### src/rtl/id_decode_stage_hs_pkg.sv
// Shared opcode/instruction-set codes and field helpers for the handshaked decode stage.
package id_decode_stage_hs_pkg;

    localparam logic [3:0] OPC_NOP = 4'h0;
    localparam logic [3:0] OPC_SW  = 4'h1;
    localparam logic [3:0] OPC_PFX = 4'h2;
    localparam logic [3:0] OPC_LI  = 4'h3;
    localparam logic [3:0] OPC_LIS = 4'h4;
    localparam logic [3:0] OPC_ADD = 4'h5;
    localparam logic [3:0] OPC_SUB = 4'h6;
    localparam logic [3:0] OPC_AND = 4'h7;
    localparam logic [3:0] OPC_OR  = 4'h8;
    localparam logic [3:0] OPC_CMP = 4'h9;
    localparam logic [3:0] OPC_MOV = 4'hA;
    localparam logic [3:0] OPC_LD  = 4'hB;
    localparam logic [3:0] OPC_ST  = 4'hC;
    localparam logic [3:0] OPC_BCC = 4'hD;
    localparam logic [3:0] OPC_JMP = 4'hE;
    localparam logic [3:0] OPC_OUT = 4'hF;

    localparam logic [3:0] ISET_R  = 4'h0;
    localparam logic [3:0] ISET_RS = 4'h1;
    localparam logic [3:0] ISET_I  = 4'h2;
    localparam logic [3:0] ISET_IS = 4'h3;
    localparam logic [3:0] ISET_S  = 4'h4;

    function automatic logic reg_tgt_read_fn(input logic [3:0] opc);
        return (opc == OPC_ADD) || (opc == OPC_SUB) || (opc == OPC_AND) ||
               (opc == OPC_OR)  || (opc == OPC_CMP) || (opc == OPC_ST);
    endfunction

    function automatic logic reg_src_read_fn(input logic [3:0] opc);
        return (opc == OPC_ADD) || (opc == OPC_SUB) || (opc == OPC_AND) ||
               (opc == OPC_OR)  || (opc == OPC_CMP) || (opc == OPC_MOV) ||
               (opc == OPC_LD)  || (opc == OPC_ST)  || (opc == OPC_OUT);
    endfunction

    // Packed width of the decoded entry: pc, instr, iset, five reg fields, imm_en, imm_hilo, imm_val, off, sgn_en
    function automatic int unsigned entry_w(input int unsigned dw, input int unsigned rw,
                                            input int unsigned iw);
        return 2*dw + 4 + 5*rw + 2 + 2*iw + iw + 1;
    endfunction

endpackage

### src/rtl/id_decode_stage_hs_if.sv
// Upstream (fetch) and downstream (execute) handshake bundle of the decode stage.
interface id_decode_stage_hs_if #(
    parameter int unsigned DATA_W = 12,
    parameter int unsigned REG_W  = 4,
    parameter int unsigned IMM_W  = 6
);
    logic                 in_valid;
    logic                 in_ready;
    logic [DATA_W-1:0]    pc_in;
    logic [DATA_W-1:0]    instr_in;
    logic                 out_valid;
    logic                 out_ready;
    logic [DATA_W-1:0]    pc_out;
    logic [DATA_W-1:0]    instr_out;
    logic [3:0]           instr_set_out;
    logic [REG_W-1:0]     bcc_out;
    logic [REG_W-1:0]     tgt_gp_out;
    logic [REG_W-1:0]     tgt_sr_out;
    logic [REG_W-1:0]     src_gp_out;
    logic [REG_W-1:0]     src_sr_out;
    logic                 imm_en_out;
    logic                 imm_hilo_out;
    logic [2*IMM_W-1:0]   imm_val_out;
    logic [IMM_W-1:0]     off_out;
    logic                 sgn_en_out;

    modport master (
        output in_valid, pc_in, instr_in, out_ready,
        input  in_ready, out_valid, pc_out, instr_out, instr_set_out, bcc_out,
               tgt_gp_out, tgt_sr_out, src_gp_out, src_sr_out, imm_en_out,
               imm_hilo_out, imm_val_out, off_out, sgn_en_out
    );

    modport slave (
        input  in_valid, pc_in, instr_in, out_ready,
        output in_ready, out_valid, pc_out, instr_out, instr_set_out, bcc_out,
               tgt_gp_out, tgt_sr_out, src_gp_out, src_sr_out, imm_en_out,
               imm_hilo_out, imm_val_out, off_out, sgn_en_out
    );
endinterface

### src/rtl/id_skid_buffer.sv
// Two-entry valid/ready FIFO; head is ent0_q and stays stable until popped.
module id_skid_buffer #(
    parameter int unsigned   W       = 8,
    parameter logic [W-1:0]  RST_VAL = '0
) (
    input  logic          clk,
    input  logic          rst_n,
    input  logic          flush_i,
    input  logic          push_i,
    input  logic          pop_i,
    input  logic [W-1:0]  din_i,
    output logic          ready_o,
    output logic          valid_o,
    output logic [W-1:0]  dout_o
);
    logic [1:0]   count_q, count_d;
    logic [W-1:0] ent0_q, ent0_d;
    logic [W-1:0] ent1_q, ent1_d;

    always_comb begin
        count_d = count_q;
        ent0_d  = ent0_q;
        ent1_d  = ent1_q;
        if (flush_i) begin
            count_d = 2'd0;
        end else begin
            case (count_q)
                2'd0: if (push_i) begin
                    ent0_d  = din_i;
                    count_d = 2'd1;
                end
                2'd1: if (push_i && pop_i) begin
                    ent0_d = din_i;
                end else if (push_i) begin
                    ent1_d  = din_i;
                    count_d = 2'd2;
                end else if (pop_i) begin
                    count_d = 2'd0;
                end
                2'd2: if (pop_i) begin
                    ent0_d  = ent1_q;
                    count_d = 2'd1;
                end
                default: count_d = 2'd0;
            endcase
        end
    end

    always_ff @(posedge clk or negedge rst_n) begin
        if (!rst_n) begin
            count_q <= 2'd0;
            ent0_q  <= RST_VAL;
            ent1_q  <= RST_VAL;
        end else begin
            count_q <= count_d;
            ent0_q  <= ent0_d;
            ent1_q  <= ent1_d;
        end
    end

    assign ready_o = (count_q != 2'd2);
    assign valid_o = (count_q != 2'd0);
    assign dout_o  = ent0_q;
endmodule

### src/rtl/id_decode_stage_hs.sv
// Instruction-decode stage: combinational field decode, SW/PFX handling and a 2-entry skid buffer.
module id_decode_stage_hs
    import id_decode_stage_hs_pkg::*;
#(
    parameter int unsigned DATA_W     = 12,
    parameter int unsigned OPC_W      = 4,
    parameter int unsigned REG_W      = 4,
    parameter int unsigned IMM_W      = 6,
    parameter bit          PFX_EN     = 1'b1,
    parameter logic [3:0]  ISET_RESET = ISET_R
) (
    input  logic        clk,
    input  logic        rst_n,
    input  logic        flush_in,
    input  logic [3:0]  iset_restore_in,
    output logic [3:0]  iset_cur_out,
    id_decode_stage_hs_if.slave bus
);
    typedef struct packed {
        logic [DATA_W-1:0]  pc;
        logic [DATA_W-1:0]  instr;
        logic [3:0]         iset;
        logic [REG_W-1:0]   bcc;
        logic [REG_W-1:0]   tgt_gp;
        logic [REG_W-1:0]   tgt_sr;
        logic [REG_W-1:0]   src_gp;
        logic [REG_W-1:0]   src_sr;
        logic               imm_en;
        logic               imm_hilo;
        logic [2*IMM_W-1:0] imm_val;
        logic [IMM_W-1:0]   off;
        logic               sgn_en;
    } entry_t;

    localparam int unsigned ENTRY_W = entry_w(DATA_W, REG_W, IMM_W);
    // Only the iset field of the head entry is non-zero out of reset
    localparam logic [ENTRY_W-1:0] ENTRY_RST =
        {{(2*DATA_W){1'b0}}, ISET_RESET, {(ENTRY_W-2*DATA_W-4){1'b0}}};

    logic [3:0]        iset_q, iset_d;
    logic [IMM_W-1:0]  pfx_q, pfx_d;
    logic              pend_q, pend_d;
    logic [3:0]        opc4;
    logic              is_sw, is_pfx, is_nop, is_li;
    logic              buf_ready, accept, push, pop;
    entry_t            ent_d, ent_q;
    logic [ENTRY_W-1:0] buf_dout;

    assign opc4   = 4'(bus.instr_in[DATA_W-1 -: OPC_W]);
    assign is_sw  = (opc4 == OPC_SW);
    assign is_pfx = PFX_EN && (opc4 == OPC_PFX);
    assign is_nop = (opc4 == OPC_NOP);
    assign is_li  = (opc4 == OPC_LI) || (opc4 == OPC_LIS);

    assign bus.in_ready = buf_ready && !flush_in;
    assign accept       = bus.in_valid && bus.in_ready;
    assign push         = accept && !is_sw && !is_pfx && !is_nop;
    assign pop          = bus.out_valid && bus.out_ready && !flush_in;

    always_comb begin
        ent_d          = '0;
        ent_d.pc       = bus.pc_in;
        ent_d.instr    = bus.instr_in;
        ent_d.iset     = iset_q;
        ent_d.bcc      = REG_W'(bus.instr_in[7:4]);
        ent_d.off      = bus.instr_in[IMM_W-1:0];
        ent_d.imm_hilo = bus.instr_in[7];
        if (iset_q == ISET_S) begin
            ent_d.tgt_sr = REG_W'(bus.instr_in[7:4]);
            ent_d.src_sr = REG_W'(bus.instr_in[3:0]);
        end else begin
            ent_d.tgt_gp = reg_tgt_read_fn(opc4) ? REG_W'(bus.instr_in[7:4]) : '0;
            ent_d.src_gp = reg_src_read_fn(opc4) ? REG_W'(bus.instr_in[3:0]) : '0;
        end
        ent_d.sgn_en = (iset_q == ISET_RS) || (iset_q == ISET_IS);
        ent_d.imm_en = ((iset_q == ISET_I) || (iset_q == ISET_IS)) && !is_li;
        if (pend_q && (ent_d.imm_en || is_li))
            ent_d.imm_val = {pfx_q, bus.instr_in[IMM_W-1:0]};
        else if (ent_d.sgn_en)
            ent_d.imm_val = {{IMM_W{bus.instr_in[IMM_W-1]}}, bus.instr_in[IMM_W-1:0]};
        else
            ent_d.imm_val = {{IMM_W{1'b0}}, bus.instr_in[IMM_W-1:0]};
    end

    // Any pushed word ends the prefix window, whether or not it used the prefix
    always_comb begin
        iset_d = iset_q;
        pfx_d  = pfx_q;
        pend_d = pend_q;
        if (flush_in) begin
            iset_d = iset_restore_in;
            pend_d = 1'b0;
        end else if (accept && is_sw) begin
            iset_d = {1'b0, bus.instr_in[2:0]};
        end else if (accept && is_pfx) begin
            pfx_d  = bus.instr_in[IMM_W-1:0];
            pend_d = 1'b1;
        end else if (push) begin
            pend_d = 1'b0;
        end
    end

    always_ff @(posedge clk or negedge rst_n) begin
        if (!rst_n) begin
            iset_q <= ISET_RESET;
            pfx_q  <= '0;
            pend_q <= 1'b0;
        end else begin
            iset_q <= iset_d;
            pfx_q  <= pfx_d;
            pend_q <= pend_d;
        end
    end

    id_skid_buffer #(.W(ENTRY_W), .RST_VAL(ENTRY_RST)) u_skid (
        .clk     (clk),
        .rst_n   (rst_n),
        .flush_i (flush_in),
        .push_i  (push),
        .pop_i   (pop),
        .din_i   (ent_d),
        .ready_o (buf_ready),
        .valid_o (bus.out_valid),
        .dout_o  (buf_dout)
    );

    assign ent_q             = entry_t'(buf_dout);
    assign bus.pc_out        = ent_q.pc;
    assign bus.instr_out     = ent_q.instr;
    assign bus.instr_set_out = ent_q.iset;
    assign bus.bcc_out       = ent_q.bcc;
    assign bus.tgt_gp_out    = ent_q.tgt_gp;
    assign bus.tgt_sr_out    = ent_q.tgt_sr;
    assign bus.src_gp_out    = ent_q.src_gp;
    assign bus.src_sr_out    = ent_q.src_sr;
    assign bus.imm_en_out    = ent_q.imm_en;
    assign bus.imm_hilo_out  = ent_q.imm_hilo;
    assign bus.imm_val_out   = ent_q.imm_val;
    assign bus.off_out       = ent_q.off;
    assign bus.sgn_en_out    = ent_q.sgn_en;
    assign iset_cur_out      = iset_q;
endmodule

### src/flat_wrapper.sv
// flat-port wrapper written by rule: the top's interface ports become plain ports
module id_decode_stage_hs_flat import id_decode_stage_hs_pkg::*;
#(
    parameter int unsigned DATA_W     = 12,
    parameter int unsigned OPC_W      = 4,
    parameter int unsigned REG_W      = 4,
    parameter int unsigned IMM_W      = 6,
    parameter bit          PFX_EN     = 1'b1,
    parameter logic [3:0]  ISET_RESET = ISET_R
)
  (clk, rst_n, flush_in, iset_restore_in, iset_cur_out, bus_in_valid, bus_pc_in, bus_instr_in, bus_out_ready, bus_in_ready, bus_out_valid, bus_pc_out, bus_instr_out, bus_instr_set_out, bus_bcc_out, bus_tgt_gp_out, bus_tgt_sr_out, bus_src_gp_out, bus_src_sr_out, bus_imm_en_out, bus_imm_hilo_out, bus_imm_val_out, bus_off_out, bus_sgn_en_out);
  id_decode_stage_hs_if #(.DATA_W(DATA_W), .REG_W(REG_W), .IMM_W(IMM_W)) bus_i ();
  input  logic clk;
  input  logic rst_n;
  input  logic flush_in;
  input  logic [3:0] iset_restore_in;
  output logic [3:0] iset_cur_out;
  input wire logic [$bits(bus_i.in_valid)-1:0] bus_in_valid;
  input wire logic [$bits(bus_i.pc_in)-1:0] bus_pc_in;
  input wire logic [$bits(bus_i.instr_in)-1:0] bus_instr_in;
  input wire logic [$bits(bus_i.out_ready)-1:0] bus_out_ready;
  output wire logic [$bits(bus_i.in_ready)-1:0] bus_in_ready;
  output wire logic [$bits(bus_i.out_valid)-1:0] bus_out_valid;
  output wire logic [$bits(bus_i.pc_out)-1:0] bus_pc_out;
  output wire logic [$bits(bus_i.instr_out)-1:0] bus_instr_out;
  output wire logic [$bits(bus_i.instr_set_out)-1:0] bus_instr_set_out;
  output wire logic [$bits(bus_i.bcc_out)-1:0] bus_bcc_out;
  output wire logic [$bits(bus_i.tgt_gp_out)-1:0] bus_tgt_gp_out;
  output wire logic [$bits(bus_i.tgt_sr_out)-1:0] bus_tgt_sr_out;
  output wire logic [$bits(bus_i.src_gp_out)-1:0] bus_src_gp_out;
  output wire logic [$bits(bus_i.src_sr_out)-1:0] bus_src_sr_out;
  output wire logic [$bits(bus_i.imm_en_out)-1:0] bus_imm_en_out;
  output wire logic [$bits(bus_i.imm_hilo_out)-1:0] bus_imm_hilo_out;
  output wire logic [$bits(bus_i.imm_val_out)-1:0] bus_imm_val_out;
  output wire logic [$bits(bus_i.off_out)-1:0] bus_off_out;
  output wire logic [$bits(bus_i.sgn_en_out)-1:0] bus_sgn_en_out;
  assign bus_i.in_valid = bus_in_valid;
  assign bus_i.pc_in = bus_pc_in;
  assign bus_i.instr_in = bus_instr_in;
  assign bus_i.out_ready = bus_out_ready;
  assign bus_in_ready = bus_i.in_ready;
  assign bus_out_valid = bus_i.out_valid;
  assign bus_pc_out = bus_i.pc_out;
  assign bus_instr_out = bus_i.instr_out;
  assign bus_instr_set_out = bus_i.instr_set_out;
  assign bus_bcc_out = bus_i.bcc_out;
  assign bus_tgt_gp_out = bus_i.tgt_gp_out;
  assign bus_tgt_sr_out = bus_i.tgt_sr_out;
  assign bus_src_gp_out = bus_i.src_gp_out;
  assign bus_src_sr_out = bus_i.src_sr_out;
  assign bus_imm_en_out = bus_i.imm_en_out;
  assign bus_imm_hilo_out = bus_i.imm_hilo_out;
  assign bus_imm_val_out = bus_i.imm_val_out;
  assign bus_off_out = bus_i.off_out;
  assign bus_sgn_en_out = bus_i.sgn_en_out;
  id_decode_stage_hs #(.DATA_W(DATA_W), .OPC_W(OPC_W), .REG_W(REG_W), .IMM_W(IMM_W), .PFX_EN(PFX_EN), .ISET_RESET(ISET_RESET)) u_core (.clk(clk), .rst_n(rst_n), .flush_in(flush_in), .iset_restore_in(iset_restore_in), .iset_cur_out(iset_cur_out), .bus(bus_i));
endmodule
### config.mk
export PLATFORM = sky130hd
export DESIGN_NAME = id_decode_stage_hs_flat
export DESIGN_NICKNAME = d
export VERILOG_FILES = /design/src/rtl/id_decode_stage_hs_pkg.sv /design/src/rtl/id_decode_stage_hs_if.sv /design/src/rtl/id_skid_buffer.sv /design/src/rtl/id_decode_stage_hs.sv /design/src/flat_wrapper.sv
export SDC_FILE = /design/constraint.sdc
export NUM_CORES = 1
export LEC_CHECK = 0
export ABC_AREA = 0
export CAP_MARGIN = 20
export CORE_ASPECT_RATIO = 1.1
export CORE_MARGIN = 10
export CORE_UTILIZATION = 31
export CTS_BUF_LIST = sky130_fd_sc_hd__clkbuf_8
export CTS_CLUSTER_DIAMETER = 80
export DETAILED_ROUTE_END_ITERATION = 8
export GPL_TIMING_DRIVEN = 0
export HOLD_SLACK_MARGIN = 0.02
export SYNTH_ARGS = -nofsm -noshare
export SYNTH_HDL_FRONTEND = slang
export SYNTH_SLANG_ARGS = --single-unit
### constraint.sdc
create_clock -name clk -period 5.2 [get_ports clk]
set_input_delay 1.3 -clock clk [delete_from_list [all_inputs] [get_ports clk]]
set_output_delay 1.3 -clock clk [all_outputs]
set_load 0.05 [all_outputs]
* After elaboration in Yosys (flattened, before gate mapping) *
Index checks and enable logic that the tools add are counted.

storage, ports and cells
  output and inout port bits = 75
  register bits = 151
  word-level logic and storage cells = 103
  input bits = 33

operators by class
  eq/ne operators = 28
  bitwise gates (word level) = 3
  multiplexer cells = 25
  reduce and logical (&&, ||, !) cells = 41

operator list
  cell                                            number
  2-to-1 mux 69 bit                               3
  one-hot mux 69 bit (3 select lines)             1
  2-to-1 mux 4 bit                                8
  == test 4 bit (second input constant)           6
  2-to-1 mux 12 bit                               2
  == test 4 x 3 -> 1 bit (second input constant)  5
  == test 4 x 2 -> 1 bit (second input constant)  4
  logical OR 1 bit                                13
  logical AND 1 bit                               12
  2-to-1 mux 2 bit                                6
  != test 2 bit (second input constant)           5
  != test 3 bit (second input constant)           3
  == test 4 x 1 -> 1 bit (second input constant)  2
  AND reduction 4 bit                             2
  one-hot mux 2 bit (3 select lines)              1
  nonzero test 3 bit                              2
  logical NOT 1 bit                               5
  AND reduction 5 bit                             1
  logical NOT 4 bit                               1
  2-to-1 mux 1 bit                                4
  != test 4 bit (second input constant)           1
  nonzero test 2 bit                              2
  inverter 1 bit                                  3
  AND reduction 3 bit                             1
  4 further kinds                                 4

* Longest topological paths before layout *
Gate-level depths: netlist of the first run.

  depth after elaboration = 13
  gate-level depth with buffers = 8
  gate-level depth less buffers = 4

* Modules after synthesis *
From an unflattened synthesis of the first run, not the netlist that was laid out.

second synthesis, totals
  cell total of the unflattened synthesis = 483
  area, all modules = 7005.5 µm²

modules (own cells, without submodules)
  module              cells an instance  area an instance (µm²)  sequential area each (µm²)  times used
  id_skid_buffer      385                6080.8                  3503.4                      1
  id_decode_stage_hs  98                 924.6                   275.3                       1

* Least setup slack after synthesis of the first run *
OpenSTA, ideal clock, no wires.

  path kind = input to output
  from = input flush_in
  to = output bus_in_ready
  arrival time = 2444 ps
  stages = 3
  path slack = 1456 ps
  buffers on the path = 2
  required time = 3900 ps
  cell sequence = clkbuf_1 > clkbuf_1 > nor2_1

on the way
  longest elaborated chain between the ends = 2

ends and longest elaborated chain
  element            line                      RTL
  start, declared    flat_wrapper.sv:15        input logic flush_in;
  logical NOT 1 bit  id_decode_stage_hs.sv:55  assign bus.in_ready = buf_ready && !flush_in;
  logical AND 1 bit  id_decode_stage_hs.sv:55
  end, declared      flat_wrapper.sv:22        output wire logic [$bits(bus_i.in_ready)-1:0] bus_in_ready;

Every way passes these cells.

* Worst setup path after layout of the first run *
Same ends and word-level chain as after synthesis.

==> impl_metrics.yaml, run 1 <==
run_status:
  status: "completed"
clocking:
  htreeDepth: 4
  cts.clk_slew.worst_paths_ns: 0.06
  cts_buffers: 17
  cts.sinks: 117
  clkLatencyLatePin_ns: 0.44
  cts.repair.resized: 0
  cts.path.max_buffers: 2
  cts_tree: "yes"
  hold_buffers: 0
  cts-root-buf: "clkbuf_8"
  cts_setup_buffers: 0
synthesis:
  ys_warn_count: 0
  synth_cells: 469
  synth_fp_nets: 502
  synth_edf_count: 0
  synth_ff_type: "dfrtp_1"
  yosysSeqAreaShare_pct: 51.9
  yosysUniqueCellTypes: 42
  avgSynthCellArea_sq_um: 12.0
  ys_ff_latch: 117
  async_reset_ff_share_pct: 100
  synth_area_sq_um: 5640
pwr:
  ir_drop_v: 0.000240
  power_density_nw_per_um2: 391
  power_leakage_nw: 3.21
detailed_routing:
  drt_pass1_iterations: 5
  final_antenna_net_count: 0
  vias: 4122
  route.detailed.drc: 0
  via_per_inst: 4.89
  finalWirelength_mm: 15.0
  wl_per_cell_um: 17.8
  drt_first_iter_violations: 330
global_route:
  grt_max_degree: 94
  grt_pass1_wl_mm: 24.3
  grt_pass1_vias: 4346
  grt_use_total_pct: 12.9
  antenna_found_initial: 0
  overflow: 0
layout:
  final_util_pct: 41.4
  nets: 626
  area_growth_pct: 30.5
  n_antenna_cell: 0
  drive_gt1_share_pct: 29.1
floorplanning:
  io_pins: 108
  chipHeight_um: 162
  row_count: 51
  fp.coreArea_sq_um: 17800
  die-area_sq_um: 24000
  start_util_pct: 31.7
  fp.dieW_um: 149
timing:
  slew_viol_final: 0
  finalSetupTns_ns: 0
  period_minus_slack_ns: 4.35
  clock.fmax_ghz: 0.230
  slew_headroom_pct: 55.3
  setup_viol: 0
  fin_crit_sh_pct: 83.7
  rsz0062_at_grt: "false"
  worst_pin_slew_ns: 0.671
  final_hold_viol_count: 0
  fin_worst_skew_ns: 0.00913
worst_setup_path:
  worstPathArrival_ns: 3.05
  cp-startpoint: "flush_in"
  regToRegStartpoint: "u_core.u_skid.count_q[1]$_DFFE_PN0P_"
  cp-start-kind: "input port"
  endpoint_kind: "output port"
  worstSetupPathType: "in -> out"
  crit_fanout: 10
  crit_required_ns: 3.90
flow_run:
  drv_cap: 0
placed_design:
  portBuffers: 104
  hpwlAfterDp_mm: 11.0
  gp_congestion: 0.818
hold_path:
  min_path_type: "reg -> reg"
  min-delay-start: "u_core.u_skid.ent1_q[46]$_DFFE_PN0P_"
[synth_stat cells, types with 6 or more instances]
cell type  instances  share of area, %
nor2_1             6              0.40
buf_2             14               1.2
inv_1             11              0.73
dfrtp_1          117                52
a21oi_1            9              0.80
buf_4             24               3.2
nand3_1            8              0.71
buf_6              6               1.2
a221o_1            6               1.1
nand2_1           55               3.7
nor4b_1            7               1.1
mux2i_1            7               1.2
mux2_2            91                18
a22o_1             7               1.1
clkbuf_1          11              0.73
mux2_1             9               1.8
o21ai_0           34               3.0
o41ai_1            8               1.2
[through the flow]
step | worst slack, ns | power [mW] | hold WS, ns | cell area, sq um | cells
after global routing | 0.719 | 3.03 | 0.504 | 7360 | 843
after floorplan | 1.46 | 1.81 | 0.443 | 5640 | 469
after CTS | 0.823 | 2.92 | 0.486 | 7360 | 843
final | 0.848 | 2.88 | 0.484 | 7360 | 843
after detailed placement | 0.833 | 2.15 | 0.471 | 7010 | 812
after global placement | -1.71 | 2.13 | 0.456 | 6980 | 811
[worst paths after layout]
kind	to	slack [ns]	cells after the start
min in group asynchronous	u_core.u_skid.dout_o[14]$_DFFE_PN0P_	0.71	1
hold / removal	u_core.u_skid.ent1_q[46]$_DFFE_PN0P_	0.48	2
hold reg to reg	u_core.u_skid.ent1_q[46]$_DFFE_PN0P_	0.48	2
max in group asynchronous	u_core.u_skid.dout_o[54]$_DFFE_PN0P_	3.77	2
setup reg to reg	u_core.u_skid.ent1_q[26]$_DFFE_PN0P_	3.08	5
setup / recovery	bus_in_ready	0.85	4
[logic make-up after synthesis]
family,after synthesis,synth area share [%]
multiplexers,107,21.2
AO/OA/AOI/OAI,81,10.1
buffers and inverters,66,7.09
flip-flops,117,51.9
AND/OR/NAND/NOR,98,9.78
[state kept, by name, summed over array words and instances, names as in the netlist]
signal                 count
u_core.pfx_q               6
u_core.pend_q              1
u_core.u_skid.dout_o      52
u_core.iset_cur_out        4
u_core.u_skid.count_q      2
u_core.u_skid.ent1_q      52
[critical path: stages]
cell             delay, ns
clkbuf_1              0.46
clkbuf_1              0.43
nor2_1                0.12
clkdlybuf4s50_1       0.73
[per-layer routing]
layer  routed length (um)  track usage (%)  vias to the layer above
li1                     -                -                     1907
met1                 6540             16.1                     2040
met2                 6830             19.4                      144
met3                 1290             5.62                       31
met4                  361             4.46                        0
met5                    0                0                        -
[area by class of cell]
type / count / area [sq um]
buffer: 55 / 359
clock buffer: 19 / 262
clock inverter: 12 / 91.3
fill: 1662 / 10400
inverter: 11 / 41.3
multi-input combinational: 286 / 2320
sequential: 117 / 2930
tap: 238 / 298
timing repair buffer: 105 / 1070
[cells in the final DEF, fill, tap and decap left out, drive strengths merged, types with 2 or more instances in the layout]
| cell type | Yosys | final |
|---|---|---|
| dfrtp | 117 | 117 |
| clkdlybuf4s50 | 0 | 103 |
| mux2 | 100 | 100 |
| nand2 | 55 | 55 |
| buf | 44 | 46 |
| o21ai | 34 | 34 |
| clkbuf | 11 | 30 |
| inv | 11 | 14 |
| a21oi | 10 | 10 |
| nand3 | 8 | 8 |
| o41ai | 8 | 8 |
| nor4b | 8 | 8 |
| mux2i | 7 | 7 |
| a22o | 7 | 7 |
| nor2 | 6 | 6 |
| a221o | 6 | 6 |
| a21o | 5 | 5 |
| a32o | 4 | 4 |
| clkinv | 0 | 4 |
| clkinvlp | 0 | 4 |
| or2 | 3 | 3 |
| nand2b | 3 | 3 |
| o31ai | 3 | 3 |
| nor2b | 2 | 2 |
| nor3b | 2 | 2 |
| nor4 | 2 | 2 |
[power by group]
group	total, mW	switching [mW]	leakage [nW]	internal (mW)
Clock	0.755	0.365	0.183	0.390
Combinational	0.961	0.580	1.53	0.381
Sequential	1.16	0.0891	1.50	1.07
Total	2.88	1.03	3.21	1.84
No activity file was read; power rests on OpenSTA's default activity.
==> run 2: changes to the inputs <==
- clock period: 5.2 -> 3.8 ns (I/O delays scaled with it)
==> results of run 2 <==
Same layout as run 1 (identical final DEF). Status: completed.
Main changes from that run: setup slack after placement 0.833 ns -> 0.133 ns; clock-pin slew on the worst setup and hold paths 0.06 ns -> 0.07 ns; setup slack after layout 0.848 ns -> 0.148 ns; hold slack 0.484 ns -> 0.361 ns; register-to-register setup slack 3.08 ns -> 1.68 ns; total power 2.88 mW -> 3.94 mW; worst IR drop on VDD 0.000240 V -> 0.000329 V
==> run 3: changes to the inputs <==
- CORE_UTILIZATION: 31 -> 40
- clock period: 3.8 -> 3.9 ns (I/O delays scaled with it)
==> impl_metrics.yaml, run 3 (synthesis gave the netlist of run 1 again) <==
detailed_routing:
  route.detailed.drc: 0
  drt_first_iter_violations: 283
  final_antenna_net_count: 0
  routed.top_layer: "met4"
  dr_wl_met2_mm: 7.12
  finalWirelength_mm: 14.7
  wl_met1_mm: 6.24
  wl_per_cell_um: 18.5
  vias: 4119
  dr_wl_met3_mm: 1.05
  drt_pass1_iterations: 5
  via_per_inst: 5.19
clocking:
  cts_tree: "yes"
  cts.sinks: 117
  htreeDepth: 4
  cts-root-buf: "clkbuf_8"
  cts_buffers: 17
  cts.path.max_buffers: 2
  cts.clk_slew.worst_paths_ns: 0.07
  clkLatencyLatePin_ns: 0.43
  cts.repair.resized: 0
  cts_setup_buffers: 0
  hold_buffers: 0
global_route:
  grt_pass1_vias: 4488
  antenna_found_initial: 0
  grt_pass1_wl_mm: 24.1
  grt_use_total_pct: 15.9
  overflow: 0
  grt_max_degree: 99
run_status:
  status: "completed"
pwr:
  ir_drop_v: 0.000317
  power_density_nw_per_um2: 556
  power_leakage_nw: 3.27
  power_mw: 4.12
worst_setup_path:
  crit_required_ns: 2.92
  cp_slowest_cell: "clkdlybuf4s50_1"
  worstSetupPathType: "in -> out"
  crit_fanout: 10
  r2r_slack_ns: 1.72
  cp-start-kind: "input port"
  cpMostUsedCell: "clkbuf_1"
  cpLargestDelayFamily: "buffers and inverters"
  max_stage_delay_ns: 0.73
  endpoint_kind: "output port"
  critical_path_buf_inv_count: 3
  crit_path_cell_trace: "clkbuf_1 -> clkbuf_1 -> nor2_1 -> clkdlybuf4s50_1"
  worstPathArrival_ns: 2.78
hold_path:
  min_path_type: "in -> async"
timing:
  period_minus_slack_ns: 3.75
  rsz0062_at_grt: "false"
  worst_pin_slew_ns: 0.719
  clock.fmax_ghz: 0.266
  final_hold_viol_count: 0
  fin_crit_sh_pct: 96.3
  setup_viol: 0
  fin_ws_ns: 0.146
  slew_headroom_pct: 52.1
  fin_worst_skew_ns: 0.0106
  slew_viol_final: 0
floorplanning:
  die-area_sq_um: 19300
  fp.dieW_um: 133
  io_pins: 108
  fp.coreArea_sq_um: 13800
  row_count: 45
  chipHeight_um: 145
  start_util_pct: 40.9
layout:
  n_antenna_cell: 0
  layout_commonest_cell: "dfrtp_1"
  final_util_pct: 53.7
  drive_gt1_share_pct: 29.2
  nets: 626
  layout_common_cells: "dfrtp_1 (117), clkdlybuf4s50_1 (103), mux2_2 (91)"
  area_growth_pct: 31.3
placed_design:
  gp_congestion: 0.828
  portBuffers: 104
  place_ws_ns: 0.166
  hpwlAfterDp_mm: 10.6
flow_run:
  drv_cap: 0
==> run 3: changes by cell type in the layout (fill, tap and decap cells not counted) <==
cell        change
bufinv_16       +4
clkinvlp_4      -3
clkbuf_8        +1
clkinv_2        -1
==> run 3: final timing paths <==
| kind | cells past startpoint | startpoint | to |
|---|---|---|---|
| worst max-delay path | 4 | flush_in | bus_in_ready |
| worst min-delay path | 1 | rst_n | u_core.u_skid.dout_o[65]$_DFFE_PN0P_ |
| worst max register to register | 7 | u_core.u_skid.count_q[0]$_DFFE_PN0P_ | u_core.u_skid.dout_o[0]$_DFFE_PN0P_ |
| worst min register to register | 2 | u_core.u_skid.ent1_q[25]$_DFFE_PN0P_ | u_core.u_skid.ent1_q[25]$_DFFE_PN0P_ |
| max in group asynchronous | 2 | rst_n | u_core.pfx_q[3]$_DFFE_PN0P_ |
| min in group clk | 2 | u_core.u_skid.ent1_q[25]$_DFFE_PN0P_ | u_core.u_skid.ent1_q[25]$_DFFE_PN0P_ |
==> run 3: power by group <==
part	leakage (nW)	internal (mW)	switching, mW
sequential	1.50	1.43	0.118
clock	0.242	0.802	0.490
combinational	1.53	0.508	0.772
total	3.27	2.74	1.38
==> run 3: cell type report <==
cell class              instances  area [sq um]
plain buffers                  55           359
clock buffers                  20           275
clock inverters                12           184
fillers                      1222          6390
inverters                      11          41.3
multi-input cells             286          2320
flip-flops and latches        117          2930
well taps                     188           235
repair buffers                105          1070
==> run 3: layer usage <==
metal / up-vias / track usage, %
met5: - / 0
met4: 0 / 6.30
met3: 23 / 5.90
met2: 130 / 25.9
met1: 2060 / 18.6
li1: 1906 / -
==> run 3: metrics by stage <==
step	hold WS (ns)	area, sq um	TNS [ns]	cells
global placement	0.455	6920	-328.42	761
finish	0.371	7410	0	794
CTS	0.353	7410	0	794
global route	0.355	7410	0	794
floorplan	0.443	5640	0	469
detailed placement	0.464	6950	0	762
